==> src/rtl/score_record_store_pkg.sv <==
// rtl/score_record_store_pkg.sv - shared play-record types and history-page geometry
package score_record_store_pkg;

    localparam int NAME_LEN          = 8;
    localparam int HISTORY_ROWS      = 9;
    localparam int HISTORY_FIRST_ROW = 2;

    typedef struct packed {
        logic [15:0]           user_id;
        logic [NAME_LEN*8-1:0] chart_name;
        logic [31:0]           score;
    } PlayRecord;

    localparam PlayRecord BLANK_RECORD = '{
        user_id:    16'd0,
        chart_name: {NAME_LEN{8'h20}},
        score:      32'd0
    };

    typedef enum logic {
        ST_CLEAR = 1'b0,
        ST_IDLE  = 1'b1
    } store_state_t;

endpackage

==> src/rtl/score_record_store_index_map.sv <==
// rtl/score_record_store_index_map.sv - maps a history screen row to a ring slot, newest first
module record_index_map
    import score_record_store_pkg::*;
#(
    parameter int DEPTH     = HISTORY_ROWS,
    parameter int FIRST_ROW = HISTORY_FIRST_ROW,
    localparam int PTR_W    = $clog2(DEPTH)
) (
    input  logic [7:0]       read_record_id,
    input  logic [PTR_W-1:0] wr_ptr,
    input  logic [3:0]       record_count,
    output logic [PTR_W-1:0] slot,
    output logic             hit
);

    logic [9:0]     row_diff;
    logic [PTR_W:0] slot_sum;

    // Bit 9 of row_diff is the borrow: rows above FIRST_ROW on screen never hit.
    always_comb begin
        row_diff = {2'b00, read_record_id} - 10'(FIRST_ROW);
        hit      = 1'b0;
        slot     = '0;
        slot_sum = '0;
        if (!row_diff[9] && (row_diff[8:0] < {5'b00000, record_count})) begin
            hit      = 1'b1;
            slot_sum = {1'b0, wr_ptr} + (PTR_W+1)'(DEPTH - 1) - row_diff[PTR_W:0];
            if (slot_sum >= (PTR_W+1)'(DEPTH)) begin
                slot = PTR_W'(slot_sum - (PTR_W+1)'(DEPTH));
            end else begin
                slot = slot_sum[PTR_W-1:0];
            end
        end
    end

endmodule

==> src/rtl/score_record_store.sv <==
// rtl/score_record_store.sv - ring buffer of the last DEPTH play records served newest-first
module score_record_store
    import score_record_store_pkg::*;
#(
    parameter int DEPTH     = HISTORY_ROWS,
    parameter int FIRST_ROW = HISTORY_FIRST_ROW
) (
    input  logic        prog_clk,
    input  logic        rst_n,
    input  logic        wr_valid,
    output logic        wr_ready,
    input  PlayRecord   wr_record,
    input  logic        clear,
    input  logic [7:0]  read_record_id,
    output PlayRecord   record_data,
    output logic [3:0]  record_count,
    output logic [15:0] total_plays
);

    localparam int               PTR_W     = $clog2(DEPTH);
    localparam logic [PTR_W-1:0] LAST_SLOT = PTR_W'(DEPTH - 1);
    localparam logic [3:0]       COUNT_MAX = 4'(DEPTH);

    store_state_t     state_q, state_d;
    logic [PTR_W-1:0] sweep_q, sweep_d;
    logic [PTR_W-1:0] wr_ptr_q;
    logic [3:0]       count_q;
    logic [15:0]      total_q;
    logic             wr_ready_q;
    PlayRecord        record_data_q;
    logic             sweep_write;
    logic             wr_accept;
    logic [PTR_W-1:0] rd_slot;
    logic             rd_hit;

    // No reset on storage: the CLEAR sweep is what initialises it.
    PlayRecord mem [DEPTH];

    record_index_map #(
        .DEPTH     (DEPTH),
        .FIRST_ROW (FIRST_ROW)
    ) u_index_map (
        .read_record_id (read_record_id),
        .wr_ptr         (wr_ptr_q),
        .record_count   (count_q),
        .slot           (rd_slot),
        .hit            (rd_hit)
    );

    always_comb begin
        state_d     = state_q;
        sweep_d     = sweep_q;
        sweep_write = 1'b0;
        wr_accept   = 1'b0;
        case (state_q)
            ST_CLEAR: begin
                sweep_write = 1'b1;
                if (clear) begin
                    sweep_d = '0;
                end else if (sweep_q == LAST_SLOT) begin
                    state_d = ST_IDLE;
                    sweep_d = '0;
                end else begin
                    sweep_d = sweep_q + 1'b1;
                end
            end
            ST_IDLE: begin
                // A clear in the same cycle as a write drops the write.
                if (clear) begin
                    state_d = ST_CLEAR;
                    sweep_d = '0;
                end else begin
                    wr_accept = wr_valid && wr_ready_q;
                end
            end
            default: begin
                state_d = ST_CLEAR;
                sweep_d = '0;
            end
        endcase
    end

    always_ff @(posedge prog_clk) begin
        if (!rst_n) begin
            state_q    <= ST_CLEAR;
            sweep_q    <= '0;
            wr_ready_q <= 1'b0;
        end else begin
            state_q    <= state_d;
            sweep_q    <= sweep_d;
            wr_ready_q <= (state_d == ST_IDLE);
        end
    end

    always_ff @(posedge prog_clk) begin
        if (!rst_n) begin
            wr_ptr_q <= '0;
            count_q  <= '0;
            total_q  <= '0;
        end else if ((state_q == ST_IDLE) && clear) begin
            wr_ptr_q <= '0;
            count_q  <= '0;
        end else if (wr_accept) begin
            wr_ptr_q <= (wr_ptr_q == LAST_SLOT) ? '0 : wr_ptr_q + 1'b1;
            count_q  <= (count_q == COUNT_MAX) ? COUNT_MAX : count_q + 1'b1;
            total_q  <= total_q + 16'd1;
        end
    end

    always_ff @(posedge prog_clk) begin
        if (rst_n) begin
            if (sweep_write) begin
                mem[sweep_q] <= BLANK_RECORD;
            end else if (wr_accept) begin
                mem[wr_ptr_q] <= wr_record;
            end
        end
    end

    // Read sees pre-write pointer, count and memory contents.
    always_ff @(posedge prog_clk) begin
        if (!rst_n) begin
            record_data_q <= BLANK_RECORD;
        end else if ((state_q == ST_IDLE) && rd_hit) begin
            record_data_q <= mem[rd_slot];
        end else begin
            record_data_q <= BLANK_RECORD;
        end
    end

    assign wr_ready     = wr_ready_q;
    assign record_data  = record_data_q;
    assign record_count = count_q;
    assign total_plays  = total_q;

endmodule

==> config.mk <==
export PLATFORM = sky130hd
export DESIGN_NAME = score_record_store
export DESIGN_NICKNAME = d
export VERILOG_FILES = /design/src/rtl/score_record_store_pkg.sv /design/src/rtl/score_record_store_index_map.sv /design/src/rtl/score_record_store.sv
export SDC_FILE = /design/constraint.sdc
export NUM_CORES = 1
export LEC_CHECK = 0
export BUFFER_PORTS_ARGS = -buffer_cell sky130_fd_sc_hd__buf_4
export CORE_MARGIN = 5
export CORE_UTILIZATION = 55
export DETAILED_ROUTE_END_ITERATION = 10
export PLACE_DENSITY = 0.75
export SLEW_MARGIN = 10
export SYNTH_ARGS = -nofsm -noshare
export SYNTH_HDL_FRONTEND = slang
export SYNTH_SLANG_ARGS = --single-unit
==> constraint.sdc <==
create_clock -name prog_clk -period 16.39 [get_ports prog_clk]
set_input_delay 1.639 -clock prog_clk [delete_from_list [all_inputs] [get_ports prog_clk]]
set_output_delay 1.639 -clock prog_clk [all_outputs]
set_load 0.01 [all_outputs]
==> impl_metrics.ini, run 1 <==
[status]
outcome = complete, no violations

[grt]
grt_pass1_wl_um = 159000
grt_pass1_vias = 25900
grt_usage = 0.244
grt_max_degree = 98
antenna_found_initial = 10
grt-ovfl-total = 0

[critical_path]
crit_arrival_ns = 7.58
startpoint_type = input port
critPathMaxStageDelay_ns = 1.01
cp.required_ns = 16.99
r2r_slack_ns = 10.20
end_kind = flip-flop
rr_startpoint = wr_ptr_q[0]
cp_max_fo = 69
crit_top_cell = buf_4
startpoint = read_record_id[1]
path_buf_inv = 4
cp_top_family = buffers and inverters
critPathKind = in -> reg
cp_cell_sequence = buf_4 > inv_1 > ha_1 > ha_1 > fa_1 > nor4b_2 > o211ai_1 > mux2i_4 > nor3_1 > o21a_4 > buf_4 > buf_4 > mux2i_1 > a221oi_1 > o221a_1
cpMaxStageDelayCell = buf_4

[synthesis]
synth-seq-area-share = 0.752
yosysTopAreaCellShare = 0.688
synthesis.nets = 2780
synth_cells = 2637
avgSynthCellArea_um2 = 16.7
ys_async_sr_fraction = 0
yosysUniqueCellTypes = 56
ys_ff_latch = 1149
synth_area_leader_cell = edfxtp_1
synthTopCellsByArea = edfxtp_1 69%, mux2i_1 8.4%, dfxtp_1 6.4%, o221a_2 1.8%, and3_1 1.6%
synth_edf_count = 1008
syn_area_um2 = 44000
dominantRegCellSynth = edfxtp_1
yosysWarnings = 0

[layout]
final_cell_mix = 1008 x edfxtp_1, 367 x mux2i_1, 300 x buf_4
area_delta_synth_final_pct = 14.8
final_area_um2 = 50500
num-nets-final = 3013
final_core_util = 0.638
drive_above_1_share = 0.190
final_common_cell = edfxtp_1

[clock_tree]
root_buffer = clkbuf_16
htree_levels = 3
ctsHoldBuffers = 0
postCtsSetupBuffers = 0
worstSkewPairLatency_ns = 0.67
cts.sinks = 1149
cts_tree = built
clk_pin_slew_ns = 0.06
clock_path_buffers = 3
post_cts_resized = 0
cts_buffers = 110

[sta]
fin_skew_ns = 0.0184
finalHoldViolCount = 0
finalSetupViolations = 0
setup_ws_ns = 9.41
worst_pin_slew_ns = 1.20
period_needed_ns = 6.98
final_max_slew_viol_count = 0
relSlewSlack = 0.196
fin_crit_sh = 0.426
rsz0062_at_grt = no
max_freq_mhz = 143
timing.hold.ws_ns = 0.479
finalSetupTns_ns = 0

[power]
switching_share = 0.200
ir_drop_mv = 0.0852
powerDensity_nw_per_um2 = 116
pwr-share-clk = 0.426
leakage_nw = 19.9
intPower_mw = 4.67
power_switching_mw = 1.17
share_comb_of_total_power = 0.030
seq_power_share = 0.544

[place]
routabilityCongestion = 0.811
dpl_worst_slack_ns = 8.89
dpl_cell_area_um2 = 46800
dp_hpwl_um = 55300
io_buffers = 256

[drt]
drcViolationCount = 0
drtIter0Drc = 2434
wl_per_cell_um = 26.4
dr.pass1.iters = 5
ant_nets = 0
wl_um = 106000
viasPerCell = 6.24
vias = 25100

[floorplan]
rows = 103
coreArea_um2 = 79100
chipHeight_um = 293
fp.dieW_um = 293
start_util = 0.556
pin_count = 257
die_area_um2 = 85700

[hold_path]
worstHoldStart = mem[8][69]
hold_path.class = reg -> reg

[flow_run]
maxCapViolations = 0
worst reg2reg max path, cell delays in order, from the launching register on:
cell	delay, ns
dfxtp_1	0.35
inv_1	0.18
ha_1	0.18
inv_1	0.04
ha_1	0.22
fa_1	0.77
nor4b_2	0.11
o211ai_1	0.26
mux2i_4	0.18
nor3_1	0.47
o21a_4	0.54
buf_4	0.88
buf_4	1.07
mux2i_1	0.26
a221oi_1	0.38
o221a_1	0.24
kinds of logic (layout without fill, tap and decap cells):
logic type | count (synthesis) | count (layout) | share of synthesized area
xor gates and xnor gates | 19 | 19 | 0.00395
AOI/OAI and AO/OA | 468 | 468 | 0.0835
and+or+nand+nor | 398 | 398 | 0.0446
DFF | 1149 | 1149 | 0.752
other | 0 | 5 | 0
adders and majority gates | 19 | 19 | 0.00557
muxes | 386 | 386 | 0.0887
buffers and inverters | 198 | 528 | 0.0215
area by class of cell:
| class | count | area, um^2 |
|---|---|---|
| inverter | 18 | 67.6 |
| sequential | 1149 | 33100 |
| fill | 5451 | 28600 |
| tap | 1050 | 1310 |
| clock inverter | 36 | 424 |
| multi-input combinational | 1290 | 10100 |
| clock buffer | 173 | 3180 |
| antenna | 5 | 12.5 |
| timing repair buffer | 301 | 2280 |
power by group through the flow:
stage                     clock [mW]  sequential [mW]  combinational (mW)
after floorplan                    0             3.24              0.0921
after global placement             0             3.23               0.168
after detailed placement           0             3.23               0.174
after CTS                       2.52             3.17               0.175
after global routing            2.65             3.17               0.186
final                           2.49             3.17               0.174
path summary, 6_finish.rpt:
path,endpoint,cells after the start
worst max-delay path,record_data[24],15
worst max register to register,record_data[24],15
worst min register to register,record_data[69],1
worst min-delay path,record_data[69],1
layer usage:
layer	wire, um	GRT usage	up-vias
met5	33	0	-
met4	2750	0.0757	4
met3	9110	0.0462	175
met2	52200	0.405	1167
met1	42100	0.332	12800
li1	-	-	11000
registers in the layout, indices dropped and copies added (netlist names):
signal,count
mem,1008
record_data,112
total_plays,16
record_count,4
sweep_q,4
wr_ptr_q,4
wr_ready,1
through the flow:
| stage | total power, mW | cells |
|---|---|---|
| 6_report | 5.83 | 4022 |
| 3_5_place_dp | 3.41 | 3807 |
| 5_1_grt | 6.01 | 4020 |
| 4_1_cts | 5.87 | 4016 |
| 3_3_place_gp | 3.40 | 3807 |
| 2_1_floorplan | 3.33 | 2637 |
synthesized netlist by cell type (all sizes together), types with 3 or more instances:
library cell  number
o21ai             39
a21oi             91
nand2            133
o221a             79
a31oi             17
o21a               3
o221ai            79
and3             111
a221o              8
a21boi             3
nor2b              4
inv               18
o2bb2ai           26
o22ai             35
nand2b            13
buf               69
nand3             15
ha                18
mux2i            369
dfxtp            141
edfxtp          1008
xnor2             17
a221oi            79
nor2              77
clkbuf           111
nor3              12
or3                7
and2              15
nor3b              3
mux2              17
Power figures use the tool's default switching activity.
==> inputs of run 2 (changes only) <==
--- a/config.mk
+++ b/config.mk
@@ -9,7 +9,7 @@
 export CORE_MARGIN = 5
 export CORE_UTILIZATION = 55
 export DETAILED_ROUTE_END_ITERATION = 10
-export PLACE_DENSITY = 0.75
+export PLACE_DENSITY = 0.78
 export SLEW_MARGIN = 10
 export SYNTH_ARGS = -nofsm -noshare
 export SYNTH_HDL_FRONTEND = slang
==> constraint.sdc (replaced) <==
create_clock -name prog_clk -period 5.8 [get_ports prog_clk]
set_input_delay 0.58 -clock prog_clk [delete_from_list [all_inputs] [get_ports prog_clk]]
set_output_delay 0.58 -clock prog_clk [all_outputs]
set_load 0.01 [all_outputs]
==> impl_metrics.ini, run 2 (synthesized netlist as in run 1, its figures left out) <==
[floorplan]
die_area_um2 = 85700
chipHeight_um = 293
pin_count = 257
coreArea_um2 = 79100
start_util = 0.556
rows = 103
fp.dieW_um = 293

[grt]
grt-ovfl-total = 0
grt_pass1_wl_um = 160000
antenna_found_initial = 6
grt_pass1_vias = 26400
grt_max_degree = 113
grt_usage = 0.244

[power]
pwr-share-clk = 0.434
power_switching_mw = 3.36
ir_drop_mv = 0.218
powerDensity_nw_per_um2 = 328
seq_power_share = 0.536
leakage_nw = 20.1
intPower_mw = 13.4
share_comb_of_total_power = 0.030
switching_share = 0.201

[hold_path]
hold_path.class = in -> reg
hold_depth = 3

[clock_tree]
cts_buffers = 111
cts.sinks = 1149
clk_pin_slew_ns = 0.06
postCtsSetupBuffers = 0
root_buffer = clkbuf_16
ctsHoldBuffers = 0
clock_path_buffers = 3
htree_levels = 3
worstSkewPairLatency_ns = 0.68
cts_tree = built
post_cts_resized = 0

[layout]
area_delta_synth_final_pct = 15.9
final_cell_mix = 1008 x edfxtp_1, 367 x mux2i_1, 286 x buf_4
regMostFlops = mem
largest_reg_flops = 1008
final_common_cell = edfxtp_1
num-nets-final = 3024
drive_above_1_share = 0.199

[critical_path]
end_kind = flip-flop
startpoint_type = flip-flop
reg2reg_depth = 13
critPathKind = reg -> reg
cp_max_fo = 75
crit_arrival_ns = 5.30
cp.required_ns = 6.36

[drt]
ant_nets = 0
drcViolationCount = 0
viasPerCell = 6.32
wl_um = 107000
vias = 25500
wl_per_cell_um = 26.6
drtIter0Drc = 2597
dr.pass1.iters = 5

[sta]
rsz0062_at_grt = no
worst_pin_slew_ns = 1.14
max_freq_mhz = 211
fin_crit_sh = 0.818
final_max_slew_viol_count = 0
finalSetupViolations = 0
fin_skew_ns = 0.0196
finalHoldViolCount = 0
relSlewSlack = 0.243
timing.hold.ws_ns = 0.308
finalSetupTns_ns = 0
period_needed_ns = 4.75

[place]
dp_hpwl_um = 55700
routabilityCongestion = 0.765
io_buffers = 256

[flow_run]
maxCapViolations = 0

[status]
outcome = complete, no violations
[run 2: cell types whose count changed in the layout (fill, tap and decap cells not counted), moves of 3 or more]
cell,before,now
buf_4,300,286
clkinv_2,12,28
clkbuf_8,19,10
bufinv_16,7,10
clkbuf_1,44,26
clkinvlp_4,2,6
buf_12,0,25
clkbuf_16,110,116
[run 2: worst paths after layout]
path,startpoint,to,slack (ns)
worst min register to register,mem[8][93],record_data[93],0.47
worst min-delay path,clear,sweep_q[1],0.31
worst max register to register,wr_ptr_q[0],record_data[94],1.05
worst max-delay path,wr_ptr_q[0],record_data[94],1.05
[run 2: power by group through the flow]
stage / Sequential [mW] / Combinational [mW] / Clock, mW
global placement: 9.13 / 0.490 / 0
CTS: 8.96 / 0.505 / 7.33
global route: 8.96 / 0.537 / 7.70
floorplan: 9.14 / 0.261 / 0
detailed placement: 9.14 / 0.502 / 0
finish: 8.96 / 0.506 / 7.25
[run 2: layout make-up]
class	count	area, um^2
clock buffer	152	3140
inverter	18	67.6
tap	1050	1310
timing repair buffer	311	2650
fill	5317	28100
sequential	1149	33100
clock inverter	59	589
antenna	3	7.51
multi-input combinational	1290	10100
[run 2: through the flow]
stage	setup slack, ns	std cells	utilization	cell area, um^2	power [mW]
floorplan	-1.04	2637	-	44000	9.40
global placement	0.905	3818	0.597	47300	9.62
detailed placement	0.694	3818	0.597	47300	9.64
CTS	1.09	4029	0.644	51000	16.8
global route	0.821	4031	0.644	51000	17.2
finish	1.05	4032	0.644	51000	16.7
[run 2: critical path, cell delays in order, from the launching register on]
cell and delay [ns]:
dfxtp_1 0.35, inv_1 0.16, ha_1 0.16, inv_1 0.04
ha_1 0.22, fa_1 0.63, nor4b_2 0.35, o211ai_1 0.17
mux2i_4 0.39, mux2_8 0.77, buf_12 0.45, mux2i_1 0.30
o221ai_1 0.17, o221a_2 0.30
[run 2: layer usage]
metal,track usage,part of all wire
met5,0,0.00012
met4,0.0828,0.026
met3,0.0411,0.095
met2,0.406,0.49
met1,0.333,0.38
